`config.mk`:
```
export PLATFORM = sky130hd
export DESIGN_NAME = mc_ctrl_unit
export DESIGN_NICKNAME = d
export VERILOG_FILES = /design/src/rtl/mc_ctrl_unit.sv
export SDC_FILE = /design/constraint.sdc
export NUM_CORES = 1
export LEC_CHECK = 0
export ABC_CLOCK_PERIOD_IN_PS = 3900
export BUFFER_PORTS_ARGS = -buffer_cell sky130_fd_sc_hd__buf_2
export CORE_MARGIN = 2
export CORE_UTILIZATION = 49
export DETAILED_ROUTE_END_ITERATION = 16
export PLACE_DENSITY = 0.91
export SETUP_SLACK_MARGIN = 0.15
export SYNTH_ARGS = -nofsm -noshare
export SYNTH_HDL_FRONTEND = slang
export SYNTH_SLANG_ARGS = --single-unit
```
`constraint.sdc`:
```
create_clock -name clk -period 3.9 [get_ports clk]
set_clock_uncertainty 0.1 [all_clocks]
set_input_delay 1.17 -clock clk [delete_from_list [all_inputs] [get_ports clk]]
set_output_delay 1.17 -clock clk [all_outputs]
set_load 0.03 [all_outputs]
```
`src/rtl/mc_ctrl_unit.sv`:
```
// mc_ctrl_unit: multicycle MIPS control FSM with memory handshake,
// precise exceptions and masked interrupts. Option: MC_CTRL_SYSCALL_EN.
module mc_ctrl_unit #(
  parameter int IRQ_N  = 6,
  parameter int MEM_TO = 15,
  parameter int TO_W   = 4
) (
  input  logic             clk,
  input  logic             reset,
  input  logic [5:0]       op,
  input  logic [5:0]       func,
  input  logic [4:0]       rs,
  input  logic             zero,
  input  logic             overflow,
  input  logic             mem_rdy,
  input  logic [IRQ_N-1:0] irq,
  input  logic [IRQ_N-1:0] im,
  input  logic             exl,
  output logic             pcwr,
  output logic             irwr,
  output logic             regwr,
  output logic             memwr,
  output logic             memrd,
  output logic             cp0we,
  output logic             exlset,
  output logic             exlclr,
  output logic             alusrc,
  output logic             extop,
  output logic             luisel,
  output logic             lb,
  output logic             sb,
  output logic [1:0]       regdst,
  output logic [2:0]       memtoreg,
  output logic [2:0]       npcsel,
  output logic [2:0]       aluctr,
  output logic [4:0]       exccode
);

  typedef enum logic [3:0] {
    S_FETCH, S_DECODE, S_MEMADR, S_MEMRD, S_MEMWB, S_MEMWR,
    S_EXE, S_WB, S_BRANCH, S_JUMP, S_INTR
  } state_t;

  localparam logic [4:0] EC_INT = 5'd0;
  localparam logic [4:0] EC_IBE = 5'd6;
  localparam logic [4:0] EC_DBE = 5'd7;
  localparam logic [4:0] EC_RI  = 5'd10;
  localparam logic [4:0] EC_OV  = 5'd12;
`ifdef MC_CTRL_SYSCALL_EN
  localparam logic [4:0] EC_SYS = 5'd8;
  localparam logic [4:0] EC_BP  = 5'd9;
`endif

  localparam logic [TO_W-1:0] TO_LAST =
    TO_W'(MEM_TO > 0 ? MEM_TO - 1 : 0);

  state_t state, state_n;
  logic [TO_W-1:0] cnt;
  logic [4:0] cause;

  logic rtype, cop0;
  logic i_addu, i_subu, i_add, i_sub, i_and, i_or, i_slt, i_jr;
  logic i_ori, i_lui, i_addiu, i_addi;
  logic i_lw, i_lb, i_sw, i_sb, i_beq, i_bne, i_j, i_jal;
  logic i_eret, i_mtc0, i_mfc0;
  logic r_alu, imm_alu, ld, st, is_br, is_jmp, is_cp0, ov_op;
  logic irq_pend, to_hit;
  state_t end_n;

  assign rtype   = op == 6'b000000;
  assign cop0    = op == 6'b010000;
  assign i_add   = rtype & (func == 6'b100000);
  assign i_addu  = rtype & (func == 6'b100001);
  assign i_sub   = rtype & (func == 6'b100010);
  assign i_subu  = rtype & (func == 6'b100011);
  assign i_and   = rtype & (func == 6'b100100);
  assign i_or    = rtype & (func == 6'b100101);
  assign i_slt   = rtype & (func == 6'b101010);
  assign i_jr    = rtype & (func == 6'b001000);
  assign i_j     = op == 6'b000010;
  assign i_jal   = op == 6'b000011;
  assign i_beq   = op == 6'b000100;
  assign i_bne   = op == 6'b000101;
  assign i_addi  = op == 6'b001000;
  assign i_addiu = op == 6'b001001;
  assign i_ori   = op == 6'b001101;
  assign i_lui   = op == 6'b001111;
  assign i_lb    = op == 6'b100000;
  assign i_lw    = op == 6'b100011;
  assign i_sb    = op == 6'b101000;
  assign i_sw    = op == 6'b101011;
  assign i_mfc0  = cop0 & (rs == 5'b00000);
  assign i_mtc0  = cop0 & (rs == 5'b00100);
  assign i_eret  = cop0 & (rs == 5'b10000) & (func == 6'b011000);

  assign r_alu   = i_addu | i_subu | i_add | i_sub
                 | i_and | i_or | i_slt;
  assign imm_alu = i_ori | i_lui | i_addiu | i_addi;
  assign ld      = i_lw | i_lb;
  assign st      = i_sw | i_sb;
  assign is_br   = i_beq | i_bne;
  assign is_jmp  = i_j | i_jal | i_jr | i_eret;
  assign is_cp0  = i_mtc0 | i_mfc0;
  assign ov_op   = i_add | i_sub | i_addi;

  assign irq_pend = (|(irq & im)) & ~exl;
  assign to_hit   = (MEM_TO != 0) && !mem_rdy && (cnt == TO_LAST);
  assign end_n    = irq_pend ? S_INTR : S_FETCH;

  assign extop  = ld | st | i_addi | is_br;
  assign alusrc = imm_alu | ld | st;
  assign luisel = i_lui;
  assign lb     = i_lb;
  assign sb     = i_sb;
  assign regdst = i_jal ? 2'd2 : (rtype ? 2'd1 : 2'd0);

  // write-back source and ALU op follow the instruction, not the state
  always_comb begin
    memtoreg = 3'd0;
    aluctr   = 3'd0;
    unique case (1'b1)
      ld:     memtoreg = 3'd1;
      i_jal:  memtoreg = 3'd2;
      i_mfc0: memtoreg = 3'd4;
      default: ;
    endcase
    unique case (1'b1)
      i_subu | i_sub | is_br: aluctr = 3'd1;
      i_or | i_ori:           aluctr = 3'd2;
      i_slt:                  aluctr = 3'd3;
      i_and:                  aluctr = 3'd4;
      i_lui:                  aluctr = 3'd5;
      default: ;
    endcase
  end

  // state, wait counter and latched exception cause
  always_ff @(posedge clk or negedge reset) begin
    if (!reset) begin
      state   <= S_FETCH;
      cnt     <= '0;
      exccode <= '0;
    end else begin
      state <= state_n;
      if (state_n != state || mem_rdy) cnt <= '0;
      else cnt <= cnt + 1'b1;
      if (state_n == S_INTR) exccode <= cause;
    end
  end

  // next state; synchronous faults take priority over interrupts
  always_comb begin
    state_n = state;
    cause   = EC_INT;
    unique case (state)
      S_FETCH:
        if (mem_rdy) state_n = S_DECODE;
        else if (to_hit) begin
          state_n = S_INTR;
          cause   = EC_IBE;
        end
      S_DECODE: begin
        unique case (1'b1)
          ld | st:          state_n = S_MEMADR;
          r_alu | imm_alu:  state_n = S_EXE;
          is_br:            state_n = S_BRANCH;
          is_jmp:           state_n = S_JUMP;
          is_cp0:           state_n = S_WB;
`ifdef MC_CTRL_SYSCALL_EN
          rtype & (func == 6'b001100): begin
            state_n = S_INTR;
            cause   = EC_SYS;
          end
          rtype & (func == 6'b001101): begin
            state_n = S_INTR;
            cause   = EC_BP;
          end
`endif
          default: begin
            state_n = S_INTR;
            cause   = EC_RI;
          end
        endcase
      end
      S_MEMADR: state_n = ld ? S_MEMRD : S_MEMWR;
      S_MEMRD:
        if (mem_rdy) state_n = S_MEMWB;
        else if (to_hit) begin
          state_n = S_INTR;
          cause   = EC_DBE;
        end
      S_MEMWR:
        if (mem_rdy) state_n = end_n;
        else if (to_hit) begin
          state_n = S_INTR;
          cause   = EC_DBE;
        end
      S_EXE:
        if (ov_op & overflow) begin
          state_n = S_INTR;
          cause   = EC_OV;
        end else state_n = S_WB;
      S_MEMWB, S_WB, S_BRANCH, S_JUMP: state_n = end_n;
      S_INTR:  state_n = S_FETCH;
      default: state_n = S_FETCH;
    endcase
  end

  // per-state strobes, all write strobes held off during reset
  always_comb begin
    pcwr   = 1'b0;
    irwr   = 1'b0;
    regwr  = 1'b0;
    memwr  = 1'b0;
    memrd  = 1'b0;
    cp0we  = 1'b0;
    exlset = 1'b0;
    exlclr = 1'b0;
    npcsel = 3'd0;
    unique case (state)
      S_FETCH: begin
        memrd = 1'b1;
        pcwr  = mem_rdy;
        irwr  = mem_rdy;
      end
      S_MEMRD: memrd = 1'b1;
      S_MEMWR: memwr = 1'b1;
      S_MEMWB: regwr = 1'b1;
      S_WB: begin
        regwr = ~i_mtc0;
        cp0we = i_mtc0;
      end
      S_BRANCH: begin
        npcsel = 3'd1;
        pcwr   = (i_beq & zero) | (i_bne & ~zero);
      end
      S_JUMP: begin
        pcwr   = 1'b1;
        regwr  = i_jal;
        exlclr = i_eret;
        npcsel = i_eret ? 3'd4 : (i_jr ? 3'd3 : 3'd2);
      end
      S_INTR: begin
        pcwr   = 1'b1;
        npcsel = 3'd5;
        cp0we  = 1'b1;
        exlset = 1'b1;
      end
      default: ;
    endcase
    if (!reset) begin
      pcwr   = 1'b0;
      irwr   = 1'b0;
      regwr  = 1'b0;
      memwr  = 1'b0;
      cp0we  = 1'b0;
      exlset = 1'b0;
      exlclr = 1'b0;
    end
  end

endmodule

```
Word-level counts from Yosys, hierarchy flattened
Index checks and enable logic that the tools add are counted.
{ "totals": {"input_bits": 35, "register_bits": 13, "output_inout_bits": 29, "wordCells": 140} }
{ "op_classes": {"n_reduce_logical": 12, "eq_ne": 37, "muxes": 39, "bitwise": 48, "addsub": 1} }
{ "ops": {"columns": ["operator", "count"], "rows": [
  ["$eq 6x6->1 const B", 11],
  ["$mux 4", 9],
  ["$eq 6x4->1 const B", 5],
  ["$or 1x1->1", 28],
  ["$pmux 4 s7", 1],
  ["$eq 4x4->1 const B", 5],
  ["$pmux 4 s5", 1],
  ["$pmux 5 s4", 1],
  ["$mux 3", 6],
  ["$pmux 3 s3", 2],
  ["$and 1x1->1", 16],
  ["$eq 4x3->1 const B", 4],
  ["$pmux 3 s5", 1],
  ["$mux 1", 14],
  ["$eq 6x2->1 const B", 2],
  ["$eq 6x3->1 const B", 2],
  ["$eq 6x5->1 const B", 2],
  ["$eq 4x2->1 const B", 2],
  ["$and 6x6->6", 1],
  ["$logic_not 6->1", 1],
  ["$pmux 1 s3", 2],
  ["$reduce_or 2->1", 3],
  ["$reduce_or 6->1", 1],
  ["$eq 5x3->1 const B", 1],
  ["14 further kinds", 16]
]} }

Logic depth before layout (Yosys ltp)
{ "logic_depth": {"depth_word": 14, "mapped_depth": 8, "mapped_depth_nobuf": 8} }

Worst setup path after synthesis
Ideal clock, no wire load.
{ "synth_path": {"path_type": "input -> output", "startpoint": "input port op[1]", "endpoint": "output port pcwr", "n_path_buf": 1, "arrival_ns": 2.919, "slack_ns": -0.289, "required_time_ns": 2.630, "cell_stages": 6, "path_cell_list": "buf_2 nand2b_1 nor4_1 a21oi_1 o32a_1 nor3_1"} }
{ "synth_between": {"elab_chain_len": 5, "elab_cells_between_ends": 7, "classes_between": "2 x eq/ne; 2 x mux; 3 x bitwise"} }
{ "synth_rtl": {"columns": ["element", "line", "source"], "rows": [
  ["from (decl)", "10", "input logic [5:0] op,"],
  ["$eq 6x3->1, on equally long branches", "82, 83", null],
  ["$and 1x1->1", "235", "pcwr = (i_beq & zero) | (i_bne & ~zero);"],
  ["$or 1x1->1 (*)", "235", null],
  ["$pmux 1 s3 (*)", "220", "unique case (state)"],
  ["$mux 1 (*)", "251", "if (!reset) begin"],
  ["to (decl)", "19", "output logic pcwr,"]
]} }
Every way passes the cells marked *; elsewhere a longest branch is shown, timed or not.

Final worst setup path
{ "layout_path": {"startpoint": "input port rs[3]", "endpoint": "output port cp0we"} }
{ "layout_between": {"elab_chain_len": 4} }
{ "layout_rtl": {"columns": ["element", "line", "source"], "rows": [
  ["from (decl)", "12", "input logic [4:0] rs,"],
  ["$eq 5x3->1", "93", "assign i_mtc0 = cop0 & (rs == 5'b00100);"],
  ["$and 1x1->1", "93", null],
  ["$pmux 1 s2", "220", null],
  ["$mux 1", "251", null],
  ["to (decl)", "24", "output logic cp0we,"]
]} }
Every way passes these cells.

==> metrics.csv <==
stage,metric,value,unit
synthesis,yosys_warnings,0,
power,total_leakage_power,1.09,nW
floorplanning,start_util,52.2,%
synthesis,ys.flop_type,dfrtp_1,
detailed_routing,routed_wl,6.04,mm
sta,rsz0062_at_grt,yes,
synthesis,synth_compound_area_share,26.4,%
clock_tree,cts.sinks,12,
clock_tree,clk_pin_slew,0.07,ns
run_status,violations,negative setup slack,
synthesis,synth_xor_area_share,3.27,%
cells_and_area,design_area,0.00241,mm2
detailed_routing,viasPerCell,6.51,
sta,min_period_over_period,104,%
synthesis,synthesis.area,0.00161,mm2
sta,hold_violations,0,
sta,hold-worst-slack,0.407,ns
synthesis,yosys.area.top_type,dfrtp_1,
critical_path,critPathLaunchType,input pin,
global_routing,grt_pass1_wl,8.48,mm
critical_path,cp.arrival,2.78,ns
place,gp_congestion,0.960,
global_routing,grt_max_degree,20,
synthesis,ys_seq_elements,12,
floorplanning,die_w,61.3,um
sta,slew-limit-headroom,48.9,%
critical_path,rr_worst_depth,6,
clock_tree,numCtsBuffers,3,
cells_and_area,drive_above_1_share,48.3,%
synthesis,synthAdderAreaFrac,1.56,%
global_routing,overflow,0,
synthesis,synth_top_family_by_area,simple AND/OR/NAND/NOR gates,
worst_hold_path,hold_depth,1,
floorplanning,die-area,0.00376,mm2
clock_tree,clk_path_buf_depth,2,
synthesis,async_flop_share,100,%
place,hpwl,3.97,mm
sta,min_period,4.05,ns
detailed_routing,drtIter0Drc,306,
synthesis,yosysTopAreaCellShare,18.7,%
global_routing,grt_pass1_vias,1830,
critical_path,worstSetupEndpointType,output port,
synthesis,ys_seq_area_share,18.7,%
synthesis,synthTopCellsByArea,"dfrtp_1, nor2_1, nor4b_1, a22oi_1, or2_2",
run,maxCapViolCount,0,
sta,maxSlewViolCount,0,
detailed_routing,vias,2147,
floorplanning,die_h,61.3,um
synthesis,avgSynthCellArea,7.73,um2
power,p_per_area,444,mW/mm2
synthesis,yosys.area_share.simple,41.3,%
global_routing,gr-usage-all-layers,29.5,%
cells_and_area,areaGrowthSynthToFinish,49.7,%
sta,setup_ws,-0.153,ns
clock_tree,cts_tree,yes,
synthesis,synth_fp_nets,245,
synthesis,syn_inst,208,
floorplanning,fp.coreArea,0.00308,mm2
sta,setup_viol,4,
place,numPortBuffers,62,
detailed_routing,drc,0,
floorplanning,num_io_pins,64,
critical_path,path_cells,buf_6 -> or4b_4 -> nor3_4 -> nand3b_1 -> o22ai_1 -> and3_4 -> buf_6,
run_status,status,finished with violations,
sta,worstMarginPinSlew,0.760,ns
sta,max_freq,247,MHz
clock_tree,ctsHtreeMaxLevel,1,
synthesis,yosysUniqueCellTypes,63,
detailed_routing,wire_per_inst,18.3,um
place,dp_slack,-0.161,ns
critical_path,path_class,input pin to output port,
worst_hold_path,hold_class,flop to flop,
synthesis,synth_edf_count,0,
detailed_routing,drt_first_pass_iters,5,
place,placed_area,0.00215,mm2
detailed_routing,ant_nets,0,
clock_tree,insertion_delay,0.27,ns
floorplanning,num_rows,20,
critical_path,required,2.63,ns
critical_path,cpMaxStageDelayCell,or4b_4,
critical_path,cpPeakStageDelay,0.56,ns
power,ir_drop,0.000463,V
synthesis,synthMuxAreaShare,0.934,%
critical_path,cp_common_cell,buf_6,
clock_tree,hold_buffers,0,
critical_path,worst-path-max-fanout,3,
cells_and_area,nets,324,
clock_tree,root_buffer,clkbuf_4,
global_routing,antenna_found_initial,0,
cells_and_area,diodes,0,
[path summary, 6_finish.rpt]
path	start	endpoint	slack (ns)
hold / removal	exccode[2]	exccode[2]	0.41
max in group asynchronous	reset	state[1]	2.74
setup / recovery	rs[3]	cp0we	-0.15
setup reg to reg	state[0]	cnt[1]	0.60
hold reg to reg	exccode[2]	exccode[2]	0.41
min in group asynchronous	reset	exccode[2]	0.70
[logic make-up after synthesis]
group,Yosys count
buf+inv,24
fa+ha+maj,2
simple gates,110
mux,1
xor+xnor,6
other cells,1
flops,12
compound gates,52
[cell type report]
cell class | instances | area, um2
clock buffers | 4 | 36.3
fillers | 207 | 671
inverters | 9 | 33.8
multi-input cells | 172 | 1360
flip-flops and latches | 12 | 300
well taps | 44 | 55.1
repair buffers | 89 | 619
[worst max-delay path, delay by kind of cell]
kind | cells | cell delay [ns]
AO/OA/AOI/OAI | 1 | 0.20
buffers and inverters | 2 | 0.21
AND/OR/NAND/NOR | 4 | 1.20
[cell usage in the layout, fill, tap and decap left out, drive strengths merged, types with 3 or more instances in the layout]
| cell type | count |
|---|---|
| a211o | 3 |
| a21oi | 8 |
| a22oi | 6 |
| and2 | 7 |
| and3 | 5 |
| buf | 89 |
| clkbuf | 4 |
| dfrtp | 12 |
| inv | 9 |
| nand2 | 10 |
| nand2b | 5 |
| nand3 | 5 |
| nand3b | 4 |
| nand4 | 3 |
| nor2 | 25 |
| nor2b | 4 |
| nor3 | 9 |
| nor3b | 4 |
| nor4 | 4 |
| nor4b | 6 |
| o21ai | 5 |
| o22ai | 3 |
| o32a | 4 |
| or2 | 7 |
| or3b | 3 |
| or4 | 3 |
| xnor2 | 4 |
[Yosys cell counts (3+ instances only)]
cell and instances:
nor2_1 25, dfrtp_1 12, nand2_1 10, inv_1 9, a21oi_1 8, nor3_1 7
or2_2 7, a22oi_1 6, nor4b_1 6, and2_1 5, buf_2 5, nand2b_1 5
nand3_1 5, o21ai_0 5, and3_1 4, clkbuf_1 4, nand3b_1 4, nor2b_1 4
nor3b_1 4, nor4_1 4, o32a_1 4, xnor2_1 4, a211o_1 3, buf_4 3
nand4_1 3
[what timing repair did]
action / 4_1_cts / 5_1_grt
endpoints found under the setup margin: 10 / 16
resized for setup: 29 / 19
hold endpoints to repair: 0 / 0
setup buffers: 2 / 1
pin swaps: 8 / 6
[sequential cells by signal, indices dropped and copies added, names as in the netlist]
name,cells
cnt,4
exccode,4
state,4
[power by group]
part | total, mW | switching, mW | internal [mW] | leakage, nW
Sequential | 0.253 | 0.0953 | 0.157 | 0.157
Combinational | 0.720 | 0.429 | 0.291 | 0.908
Clock | 0.0971 | 0.0403 | 0.0568 | 0.0210
[per-stage QoR]
| step | setup TNS [ns] | std cells | utilization (%) | total power [mW] |
|---|---|---|---|---|
| 4_1_cts | -0.113 | 329 | 75.0 | 1.02 |
| 5_1_grt | -0.607 | 330 | 78.2 | 1.12 |
| 2_1_floorplan | 0 | 208 | - | 0.726 |
| 3_5_place_dp | -0.524 | 323 | 69.8 | 0.890 |
| 3_3_place_gp | -0.291 | 323 | 69.8 | 0.869 |
| 6_report | -0.355 | 330 | 78.2 | 1.07 |
[routing by layer]
metal	vias up	share of wire, %	global-route usage (%)
met1	998	40	41.9
met3	32	8.5	2.10
met5	-	0	0
met2	170	47	49.8
met4	0	4.7	5.28
li1	947	-	-
Power figures use the tool's default switching activity.
